===== src/rtl/vgactl_pkg.sv =====
// Shared constants and types for the VGA controller: 640x480@60 timing,
// the 320x240 RGB332 framebuffer geometry and the graphics-memory widths.
package vgactl_pkg;

  localparam int GMEM_WIDTH  = 17;
  localparam int COLOR_WIDTH = 8;
  localparam int CNT_WIDTH   = 10;

  localparam int H_ACTIVE = 640;
  localparam int H_FP     = 16;
  localparam int H_SYNC   = 96;
  localparam int H_BP     = 48;
  localparam int H_TOTAL  = H_ACTIVE + H_FP + H_SYNC + H_BP;
  localparam int H_SYNC_START = H_ACTIVE + H_FP;
  localparam int H_SYNC_END   = H_SYNC_START + H_SYNC;

  localparam int V_ACTIVE = 480;
  localparam int V_FP     = 10;
  localparam int V_SYNC   = 2;
  localparam int V_BP     = 33;
  localparam int V_TOTAL  = V_ACTIVE + V_FP + V_SYNC + V_BP;
  localparam int V_SYNC_START = V_ACTIVE + V_FP;
  localparam int V_SYNC_END   = V_SYNC_START + V_SYNC;

  localparam int FB_WIDTH  = 320;
  localparam int FB_HEIGHT = 240;

  localparam int RGB_R_HI = 7;
  localparam int RGB_R_LO = 5;
  localparam int RGB_G_HI = 4;
  localparam int RGB_G_LO = 2;
  localparam int RGB_B_HI = 1;
  localparam int RGB_B_LO = 0;

  typedef logic [CNT_WIDTH-1:0]   cnt_t;
  typedef logic [GMEM_WIDTH-1:0]  gaddr_t;
  typedef logic [COLOR_WIDTH-1:0] rgb_t;

  typedef struct packed {
    logic de;
    logic hs;
    logic vs;
  } sync_t;

  localparam sync_t SYNC_IDLE = '{de: 1'b0, hs: 1'b1, vs: 1'b1};

endpackage


===== src/rtl/vgactl_timing.sv =====
// Pixel-clock divider, horizontal/vertical counters and sync decode.
// Everything is held cleared while the display is disabled so a rising
// enable always restarts the frame at (0,0).
module vga_timing
  import vgactl_pkg::*;
#(
  parameter int CLK_DIV = 4
) (
  input  logic clk,
  input  logic rst,
  input  logic en,
  output logic tick,
  output cnt_t hcnt,
  output cnt_t vcnt,
  output logic active,
  output logic hs,
  output logic vs
);

  localparam int DIV_W = $clog2(CLK_DIV);
  localparam logic [DIV_W-1:0] DIV_LAST = DIV_W'(CLK_DIV - 1);

  logic [DIV_W-1:0] div_q, div_d;
  cnt_t hcnt_q, hcnt_d;
  cnt_t vcnt_q, vcnt_d;

  assign tick   = en && (div_q == DIV_LAST);
  assign hcnt   = hcnt_q;
  assign vcnt   = vcnt_q;
  assign active = (hcnt_q < cnt_t'(H_ACTIVE)) && (vcnt_q < cnt_t'(V_ACTIVE));
  assign hs     = !((hcnt_q >= cnt_t'(H_SYNC_START)) && (hcnt_q < cnt_t'(H_SYNC_END)));
  assign vs     = !((vcnt_q >= cnt_t'(V_SYNC_START)) && (vcnt_q < cnt_t'(V_SYNC_END)));

  // Next-state for the divider and the raster position; counters move only on a tick.
  always_comb begin
    div_d  = div_q;
    hcnt_d = hcnt_q;
    vcnt_d = vcnt_q;
    if (!en) begin
      div_d  = '0;
      hcnt_d = '0;
      vcnt_d = '0;
    end else begin
      div_d = (div_q == DIV_LAST) ? '0 : div_q + 1'b1;
      if (tick) begin
        if (hcnt_q == cnt_t'(H_TOTAL - 1)) begin
          hcnt_d = '0;
          vcnt_d = (vcnt_q == cnt_t'(V_TOTAL - 1)) ? '0 : vcnt_q + 1'b1;
        end else begin
          hcnt_d = hcnt_q + 1'b1;
        end
      end
    end
  end

  // Timing state registers, cleared asynchronously by reset.
  always_ff @(posedge clk or negedge rst) begin
    if (!rst) begin
      div_q  <= '0;
      hcnt_q <= '0;
      vcnt_q <= '0;
    end else begin
      div_q  <= div_d;
      hcnt_q <= hcnt_d;
      vcnt_q <= vcnt_d;
    end
  end

endmodule


===== src/rtl/vgactl.sv =====
// VGA controller top: issues a 2x-upscaled framebuffer read address on each
// pixel tick, captures the returned RGB332 pixel one tick later and delays
// the sync/enable decode by the same amount so all outputs line up.
module vgactl
  import vgactl_pkg::*;
#(
  parameter int CLK_DIV = 4,
  parameter int RD_LAT  = 2
) (
  input  logic                   clk,
  input  logic                   rst,
  input  logic                   en,
  output logic [GMEM_WIDTH-1:0]  vgactl_addr,
  input  logic [COLOR_WIDTH-1:0] vgactl_dat,
  output logic [COLOR_WIDTH-1:0] vga_rgb,
  output logic                   vga_hs,
  output logic                   vga_vs,
  output logic                   vga_de,
  output logic                   frame_irq
);

  // Read data must settle inside one pixel period and the framebuffer must fit the address space.
  if (CLK_DIV < 3 || RD_LAT >= CLK_DIV || FB_WIDTH * FB_HEIGHT > (1 << GMEM_WIDTH)) begin : g_bad_params
    $error("vgactl: illegal CLK_DIV/RD_LAT/framebuffer combination");
  end

  logic tick, t_active, t_hs, t_vs;
  cnt_t hcnt, vcnt;

  gaddr_t row_base_q, row_base_d;
  gaddr_t addr_q, addr_d;
  rgb_t   rgb_q, rgb_d;
  sync_t  s1_q, s1_d;
  sync_t  out_q, out_d;
  logic   irq_q, irq_d;
  logic   last_col;

  vga_timing #(.CLK_DIV(CLK_DIV)) u_timing (
    .clk    (clk),
    .rst    (rst),
    .en     (en),
    .tick   (tick),
    .hcnt   (hcnt),
    .vcnt   (vcnt),
    .active (t_active),
    .hs     (t_hs),
    .vs     (t_vs)
  );

  assign last_col = (hcnt == cnt_t'(H_TOTAL - 1));

  // Address generation, row-base stepping and the one-pixel output pipeline.
  always_comb begin
    row_base_d = row_base_q;
    addr_d     = addr_q;
    rgb_d      = rgb_q;
    s1_d       = s1_q;
    out_d      = out_q;
    irq_d      = 1'b0;
    if (!en) begin
      row_base_d = '0;
      addr_d     = '0;
      rgb_d      = '0;
      s1_d       = SYNC_IDLE;
      out_d      = SYNC_IDLE;
    end else if (tick) begin
      addr_d = t_active ? row_base_q + gaddr_t'(hcnt[CNT_WIDTH-1:1]) : '0;
      s1_d   = '{de: t_active, hs: t_hs, vs: t_vs};
      out_d  = s1_q;
      rgb_d  = s1_q.de ? {vgactl_dat[RGB_R_HI:RGB_R_LO],
                          vgactl_dat[RGB_G_HI:RGB_G_LO],
                          vgactl_dat[RGB_B_HI:RGB_B_LO]} : '0;
      irq_d  = last_col && (vcnt == cnt_t'(V_ACTIVE - 1));
      if (last_col) begin
        if (vcnt == cnt_t'(V_TOTAL - 1)) begin
          row_base_d = '0;
        end else if (vcnt[0] && (vcnt < cnt_t'(V_ACTIVE))) begin
          row_base_d = row_base_q + gaddr_t'(FB_WIDTH);
        end
      end
    end
  end

  // Pipeline and address registers; reset lands on the idle output values.
  always_ff @(posedge clk or negedge rst) begin
    if (!rst) begin
      row_base_q <= '0;
      addr_q     <= '0;
      rgb_q      <= '0;
      s1_q       <= SYNC_IDLE;
      out_q      <= SYNC_IDLE;
      irq_q      <= 1'b0;
    end else begin
      row_base_q <= row_base_d;
      addr_q     <= addr_d;
      rgb_q      <= rgb_d;
      s1_q       <= s1_d;
      out_q      <= out_d;
      irq_q      <= irq_d;
    end
  end

  assign vgactl_addr = addr_q;
  assign vga_rgb     = rgb_q;
  assign vga_de      = out_q.de;
  assign vga_hs      = out_q.hs;
  assign vga_vs      = out_q.vs;
  assign frame_irq   = irq_q;

endmodule


===== config.mk =====
export PLATFORM = sky130hd
export DESIGN_NAME = vgactl
export DESIGN_NICKNAME = d
export VERILOG_FILES = /design/src/rtl/vgactl_pkg.sv /design/src/rtl/vgactl_timing.sv /design/src/rtl/vgactl.sv
export SDC_FILE = /design/constraint.sdc
export NUM_CORES = 1
export LEC_CHECK = 0
export ABC_AREA = 1
export CORE_MARGIN = 2
export CORE_UTILIZATION = 44
export CTS_CLUSTER_DIAMETER = 200
export DETAILED_ROUTE_END_ITERATION = 10
export DONT_BUFFER_PORTS = 1
export PLACE_DENSITY = 0.61
export SYNTH_ARGS = -nofsm -noshare
export SYNTH_HDL_FRONTEND = slang
export SYNTH_SLANG_ARGS = --single-unit
export TNS_END_PERCENT = 10

===== constraint.sdc =====
create_clock -name clk -period 5 [get_ports clk]
set_input_delay 1.25 -clock clk [delete_from_list [all_inputs] [get_ports clk]]
set_output_delay 1.25 -clock clk [all_outputs]
set_load 0.05 [all_outputs]

==> impl_metrics.json, run 1 <==
{
  "status": "finished, final reports clean",
  "timing.final.ws_setup_ps": 2660,
  "yosysSeqAreaShare": 0.475,
  "yosysMostFrequentCell": "nand2_1",
  "cts.sinks": 65,
  "fp-row-count": 32,
  "end_kind": "register",
  "min_period_ps": 2340,
  "start_util": 0.450,
  "antenna_found_initial": 0,
  "finalSetupTns_ps": 0,
  "maxSlewHeadroom": 0.503,
  "synth_top_area_share": 0.444,
  "synth_top_area_cell": "dfrtp_1",
  "grt-ovfl-total": 0,
  "diodes": 0,
  "tritoncts": "done",
  "syn_avg_cell_area_um2": 8.03,
  "synth_edf_count": 0,
  "cp.arrival_ps": 2610,
  "ys_seq_elements": 65,
  "ys_types": 39,
  "placed_cell_area_um2": 3480,
  "cp-start-kind": "input port",
  "via_per_inst": 5.19,
  "cts_buffers": 9,
  "grt_use_total": 0.183,
  "critPathKind": "input port to register",
  "drv_slew": 0,
  "synth_commonest_cells": "127 x nand2_1, 61 x dfrtp_1, 42 x inv_1",
  "port_buffers": 0,
  "leakage_uw": 0.00183,
  "holdBufCountCts": 0,
  "die_h_um": 92.4,
  "clock_latency_ps": 350,
  "netlist_top_cells_area": "dfrtp_1 44%, nand2_1 14%, inv_1 4.6%",
  "firstDrtPassIters": 4,
  "dpl.hpwl_mm": 5.11,
  "place_ws_ps": 2270,
  "maxCapViolCount": 0,
  "die-area_um2": 8540,
  "grt_pass1_vias": 2661,
  "synthArstFlopShare": 1.00,
  "drt_iter0_markers": 124,
  "final_antenna_net_count": 0,
  "grt_first_pass_wirelength_mm": 12.5,
  "cts_buffer_depth": 2,
  "gp_congestion": 0.823,
  "power_density_nw_per_um2": 323,
  "rsz0062_at_grt": "no",
  "final_area_um2": 3760,
  "io_pins": 40,
  "vias": 2759,
  "die_w_um": 92.4,
  "worst_hold_path_type": "register to register",
  "postSynthNetCount": 448,
  "worstPathRequired_ps": 5270,
  "final_core_util": 0.491,
  "max-vdd-ir-drop_uv": 122,
  "post_cts_buffers": 0,
  "grt_max_degree": 66,
  "final-hold-violation-count": 0,
  "skew_ps": 11.9,
  "clk_pin_slew_ps": 70,
  "syn_area_um2": 3440,
  "yosys_most_used_dff": "dfrtp_1",
  "cts_resized": 0,
  "drcViolationCount": 0,
  "worstMarginPinSlew_ps": 744,
  "postSynthCellCount": 428,
  "setup_violations": 0,
  "finalCritPeriodShare": 0.468,
  "routedWlPerCell_um": 13.6,
  "cts_htree_levels": 3,
  "fmax_mhz": 428,
  "clockRootBuffer": "clkbuf_8",
  "core_area_um2": 7650,
  "drive_above_1_share": 0.105,
  "routed_wl_mm": 7.23,
  "cp_max_fo": 31,
  "synthToLayoutAreaGrowth_pct": 9.32,
  "fin_nets": 445,
  "synth-warning-count": 0
}
-- state kept, by name, indices dropped and copies added, names as in the netlist --
signal          flops
u_timing.div_q      2
vga_rgb             8
u_timing.hcnt      10
vga_de              1
row_base_q         11
vga_hs              1
vga_vs              1
u_timing.vcnt      10
vgactl_addr        17
frame_irq           1
s1_q                3
-- through the flow --
step	hold WS [ps]	power, uW	cells
floorplan	409	610	428
CTS	452	1230	532
detailed placement	434	616	516
global route	479	1260	532
finish	446	1220	532
global placement	453	615	516
-- cell usage in the layout (no fill, tap or decap), types with 2 or more instances in the layout --
cell type	n
o21ai_1	5
nor3_2	2
bufinv_16	4
a32o_1	8
nand2_2	4
xor2_1	3
a21oi_1	10
dfstp_2	4
inv_1	42
nor2_1	38
clkbuf_8	10
nand4_1	11
ha_1	9
nor3_1	6
xnor2_1	3
nand3_1	31
nand2_1	127
nor3b_1	2
o21ai_0	21
inv_2	4
nor4_1	2
o21ai_2	6
nor2_4	2
dfrtp_1	61
-- worst max-delay path: stages --
cell,delay [ps]
clkinv_2,70
nor2_4,580
inv_4,140
nand2_2,270
o21ai_0,130
a21oi_1,140
-- routing by layer --
metal  wire length [um]  vias to the layer above  global-route usage
met5                  0                        -                   0
met4                104                        0              0.0634
met3                370                        9              0.0448
met2               3230                       60               0.293
met1               3530                     1302               0.244
li1                   -                     1388                   -
-- final timing paths --
check / startpoint / end / slack [ps] / cells after the start
max reg2reg: u_timing.div_q[0] / u_timing.hcnt[5] / 2970 / 6
max: en / u_timing.hcnt[5] / 2660 / 6
min: u_timing.div_q[0] / u_timing.div_q[0] / 450 / 1
min reg2reg: u_timing.div_q[0] / u_timing.div_q[0] / 450 / 1
min in group asynchronous: rst / vgactl_addr[4] / 590 / 0
max in group asynchronous: rst / s1_q[0] / 4220 / 0
-- kinds of logic after synthesis --
group	after synthesis	synth area share
xor+xnor	6	0.0153
fa+ha+maj	9	0.0328
buf+inv	62	0.0775
simple gates	232	0.299
flops	65	0.475
compound gates	54	0.101
-- final cells by class --
class | instances | area [um2]
clock buffers | 10 | 138
clock inverters | 6 | 138
fillers | 741 | 3890
inverters | 48 | 184
multi-input cells | 301 | 1540
flip-flops and latches | 65 | 1630
well taps | 102 | 128
-- where the power goes --
| group | internal (uW) | switching [uW] |
|---|---|---|
| logic | 16.7 | 37.3 |
| registers | 534 | 17.1 |
| clock network | 398 | 212 |
| total | 949 | 266 |
Power figures use the tool's default switching activity.
==> inputs of run 2 (changes only) <==
==> constraint.sdc (replaced) <==
create_clock -name clk -period 2.3 [get_ports clk]
set_input_delay 0.575 -clock clk [delete_from_list [all_inputs] [get_ports clk]]
set_output_delay 0.575 -clock clk [all_outputs]
set_load 0.05 [all_outputs]
==> run 2 against run 1 <==
Final cell count up 0.56%; wire length increased by 1.6%; die area stayed put; flip-flop and latch count is the same; power grew 92%; worst setup slack worse by 2300 ps; sequential power grew 120%; critical path depth is the same; via count grew 1.2%; register-to-register slack got worse by 2600 ps; global-route usage increased by 0.56 points; critical endpoint is now vgactl_addr[8]; largest power group is now registers.
==> impl_metrics.json, run 2 (synthesis results as in run 1) <==
{
  "antenna_found_initial": 0,
  "drv_slew": 0,
  "cts_buffer_depth": 2,
  "cp_max_fo": 11,
  "grt_use_total": 0.189,
  "grt-ovfl-total": 0,
  "wl_met2_mm": 3.32,
  "max-vdd-ir-drop_uv": 251,
  "clockRootBuffer": "clkbuf_8",
  "drt_iter0_markers": 171,
  "path_cells": "ha_1 -> nand2_1 -> nor3_1 -> and3_1 -> inv_1 -> o21ai_0",
  "largest_reg_flops": 17,
  "dpl.hpwl_mm": 5.13,
  "tritoncts": "done",
  "rsz0062_at_grt": "no",
  "gp_congestion": 0.809,
  "finalSetupTns_ps": 0,
  "clk_pin_slew_ps": 80,
  "routedWlPerCell_um": 13.7,
  "layout_common_cells": "127 x nand2_1, 61 x dfrtp_1, 42 x inv_1",
  "mostFrequentLayoutCell": "nand2_1",
  "io_pins": 40,
  "fin_nets": 448,
  "top_layer_used": "met4",
  "cp.arrival_ps": 2180,
  "cp-start-kind": "register",
  "num-fill-cells": 768,
  "final_antenna_net_count": 0,
  "worstPathRequired_ps": 2550,
  "die_w_um": 92.4,
  "cts_buffers": 9,
  "start_util": 0.450,
  "status": "finished, final reports clean",
  "ff_latch_area_um2": 1630,
  "port_buffers": 0,
  "min_period_ps": 1930,
  "cts.sinks": 65,
  "end_kind": "register",
  "power_density_nw_per_um2": 626,
  "maxCapViolCount": 0,
  "leakage_uw": 0.00181,
  "die_h_um": 92.4,
  "drive_above_1_share": 0.111,
  "grt_first_pass_wirelength_mm": 12.8,
  "dr_wl_met3_um": 414,
  "routedLengthMet1_mm": 3.51,
  "via_per_inst": 5.22,
  "grt_max_degree": 62,
  "core_area_um2": 7650,
  "holdWs_ps": 70.4,
  "critPathKind": "register to register",
  "routed_wl_mm": 7.35,
  "firstDrtPassIters": 5,
  "timing.rr.end": "vgactl_addr[8]",
  "grt_pass1_vias": 2660,
  "cts_htree_levels": 3,
  "slowest_stage": "and3_1",
  "maxSlewHeadroom": 0.654,
  "post_cts_buffers": 0,
  "drcViolationCount": 0,
  "clock_latency_ps": 340,
  "max_stage_delay_ps": 410,
  "worst_hold_path_type": "input port to asynchronous set/reset pin",
  "final_core_util": 0.488,
  "vias": 2793,
  "synthToLayoutAreaGrowth_pct": 8.48,
  "die-area_um2": 8540,
  "finalCritPeriodShare": 0.838,
  "reg2reg_depth": 6,
  "multiInputGateArea_um2": 1540,
  "fmax_mhz": 519,
  "fp-row-count": 32,
  "r2r-start": "u_timing.div_q[0]",
  "worstMarginPinSlew_ps": 520,
  "diodes": 0,
  "final-hold-violation-count": 0,
  "r2r_slack_ps": 370,
  "skew_ps": 7.67,
  "setup_violations": 0
}
[run 2: cell types whose count changed in the layout (fill, tap and decap cells not counted), sizes merged]
| cell | previous run | this run |
|---|---|---|
| bufinv | 4 | 1 |
| clkinvlp | 0 | 3 |
| buf | 0 | 3 |
[run 2: worst max-delay path: cells and delay by family (launching register included)]
family,cells,cell delay [ps]
compound gates,1,230
fa+ha+maj,1,240
buf+inv,1,230
simple gates,3,790
flops,1,360
[run 2: worst max-delay path by stage]
stage | startpoint | to | slack, ps
floorplan | u_timing.hcnt[8] | vgactl_addr[16] | 730
global placement | u_timing.hcnt[1] | row_base_q[14] | 420
detailed placement | u_timing.div_q[0] | vgactl_addr[8] | 390
CTS | u_timing.hcnt[1] | row_base_q[8] | 370
global route | u_timing.hcnt[0] | row_base_q[8] | 120
finish | u_timing.div_q[0] | vgactl_addr[8] | 370
[run 2: cell type report]
cell class,instances,share of cell area
flip-flops and latches,65,0.437
multi-input cells,301,0.413
inverters,48,0.0493
clock buffers,10,0.0369
well taps,102,0.0342
clock inverters,6,0.0178
repair buffers,3,0.0114
[run 2: power by group]
part	switching, uW	total, uW	internal (uW)	leakage (uW)
Sequential	37.1	1200	1160	0.000889
Combinational	104	147	43.1	0.000823
Clock	459	990	531	0.0000949
Total	599	2340	1740	0.00181
[run 2: metrics by stage]
stage | worst slack (ps) | instance area, um2 | power [uW] | cells
after floorplan | 729 | 3440 | 1330 | 428
after global placement | 424 | 3500 | 1340 | 518
after detailed placement | 394 | 3500 | 1340 | 518
after CTS | 371 | 3730 | 2360 | 535
after global routing | 124 | 3730 | 2440 | 535
final | 371 | 3730 | 2340 | 535
[run 2: timing repair]
action	in CTS	in global routing
hold buffers	1	0
endpoints found under the setup margin	0	0
gates resized for setup	0	0
endpoints found under the hold margin	61	0
[run 2: routing by layer]
metal,GRT usage,vias up
met1,0.260,1325
li1,-,1392
met5,0,-
met3,0.0358,7
met2,0.294,69
met4,0.0746,0
==> inputs of run 3 (changes only) <==
==> constraint.sdc (replaced) <==
create_clock -name clk -period 1.9 [get_ports clk]
set_input_delay 0.475 -clock clk [delete_from_list [all_inputs] [get_ports clk]]
set_output_delay 0.475 -clock clk [all_outputs]
set_load 0.05 [all_outputs]
==> run 3 against run 2 <==
The run now ends with negative hold slack left; clock power grew 36%; global-route usage up 0.43 points; wire length rose by 0.69%; clock skew grew 0.77 ps; critical path depth grew 4; register-to-register slack got worse by 180 ps; largest cell class unchanged; critical endpoint is now vgactl_addr[16]; utilization rose by 0.15 points.
==> impl_metrics.json, run 3 (synthesis results as in run 1) <==
{
  "largest_reg_flops": 17,
  "port_buffers": 0,
  "core_area_um2": 7650,
  "place_ws_ps": 185,
  "finalSetupTns_ps": 0,
  "via_per_inst": 5.23,
  "worst_hold_path_type": "input port to asynchronous set/reset pin",
  "gp_congestion": 0.872,
  "vias": 2803,
  "leakage_uw": 0.00182,
  "drcViolationCount": 0,
  "post_cts_buffers": 0,
  "cp.arrival_ps": 1950,
  "dp_cells": 520,
  "dpl.hpwl_mm": 5.20,
  "routed_wl_mm": 7.40,
  "mostFrequentLayoutCell": "nand2_1",
  "cp-start-kind": "register",
  "critPathKind": "register to register",
  "cts.sinks": 65,
  "max-vdd-ir-drop_uv": 495,
  "cts_htree_levels": 3,
  "cts_buffer_depth": 2,
  "io_pins": 40,
  "drt_iter0_markers": 138,
  "grt-ovfl-total": 0,
  "worstPathRequired_ps": 2140,
  "drv_slew": 0,
  "antenna_found_initial": 0,
  "setup_violations": 0,
  "layout.cells.non_filler": 536,
  "die_w_um": 92.4,
  "final-hold-violation-count": 65,
  "clockRootBuffer": "clkbuf_8",
  "finalCritPeriodShare": 0.899,
  "synthToLayoutAreaGrowth_pct": 8.81,
  "clock_latency_ps": 350,
  "maxCapViolCount": 0,
  "clk_pin_slew_ps": 80,
  "firstDrtPassIters": 4,
  "start_util": 0.450,
  "cts_buffers": 9,
  "min_period_ps": 1710,
  "timing.final.ws_setup_ps": 192,
  "final_antenna_net_count": 0,
  "rsz0062_at_grt": "no",
  "grt_pass1_vias": 2758,
  "worstMarginPinSlew_ps": 496,
  "holdWs_ps": -184,
  "skew_ps": 8.44,
  "cp_max_fo": 7,
  "fp-row-count": 32,
  "layout_common_cells": "127 x nand2_1, 61 x dfrtp_1, 42 x inv_1",
  "grt_use_total": 0.193,
  "routedWlPerCell_um": 13.8,
  "grt_max_degree": 66,
  "fin_nets": 449,
  "drive_above_1_share": 0.113,
  "die_h_um": 92.4,
  "die-area_um2": 8540,
  "cts_resized": 0,
  "maxSlewHeadroom": 0.669,
  "power_density_nw_per_um2": 789,
  "tritoncts": "done",
  "diodes": 0,
  "end_kind": "register",
  "violations": "negative hold slack",
  "grt_first_pass_wirelength_mm": 13.1,
  "fmax_mhz": 585,
  "status": "finished, violations left"
}
-- run 3: area by class of cell --
type / instances / area, um2
Clock buffer: 10 / 138
Clock inverter: 6 / 90.1
Fill cell: 745 / 3910
Inverter: 48 / 184
Multi-Input combinational cell: 301 / 1540
Sequential cell: 65 / 1630
Tap cell: 102 / 128
Timing Repair Buffer: 4 / 30.0
-- run 3: per-stage QoR --
stage	hold WS (ps)	util	instance area (um2)	power, uW
6_report	-184	0.489	3740	2950
3_5_place_dp	181	0.459	3510	1630
5_1_grt	-207	0.489	3740	3080
4_1_cts	-200	0.489	3740	2990
2_1_floorplan	179	-	3440	1600
3_3_place_gp	181	0.459	3510	1630
-- run 3: routing by layer --
metal	vias to the layer above	global-route usage	wire, um
met3	12	0.0423	344
met5	-	0	0
met4	0	0.0871	155
met1	1333	0.256	3590
li1	1395	-	-
met2	63	0.302	3310
-- run 3: worst paths after layout --
check                                  start                end  slack [ps]  cells after the start
setup reg to reg               row_base_q[7]    vgactl_addr[16]         190                     10
max in group asynchronous                rst            s1_q[1]        1900                      0
setup / recovery               row_base_q[7]    vgactl_addr[16]         190                     10
hold reg to reg            u_timing.div_q[0]  u_timing.div_q[0]         440                      1
hold / removal                           rst   u_timing.vcnt[5]        -180                      0
min in group clk                          en  u_timing.div_q[1]         240                      2
-- run 3: critical path: stages, from the launching register on --
cell,delay (ps)
dfrtp_1,450
ha_1,330
a21o_1,210
nand2_1,60
nand2_1,140
nand2_1,140
inv_1,60
nand2_1,70
nand2_1,50
nand3_1,60
nand2_1,50
-- run 3: where the power goes --
| part | switching (uW) | internal, uW | leakage [uW] |
|---|---|---|---|
| clock network | 571 | 779 | 0.000113 |
| registers | 43.6 | 1410 | 0.000889 |
| logic | 103 | 48.2 | 0.000821 |
| total | 718 | 2230 | 0.00182 |
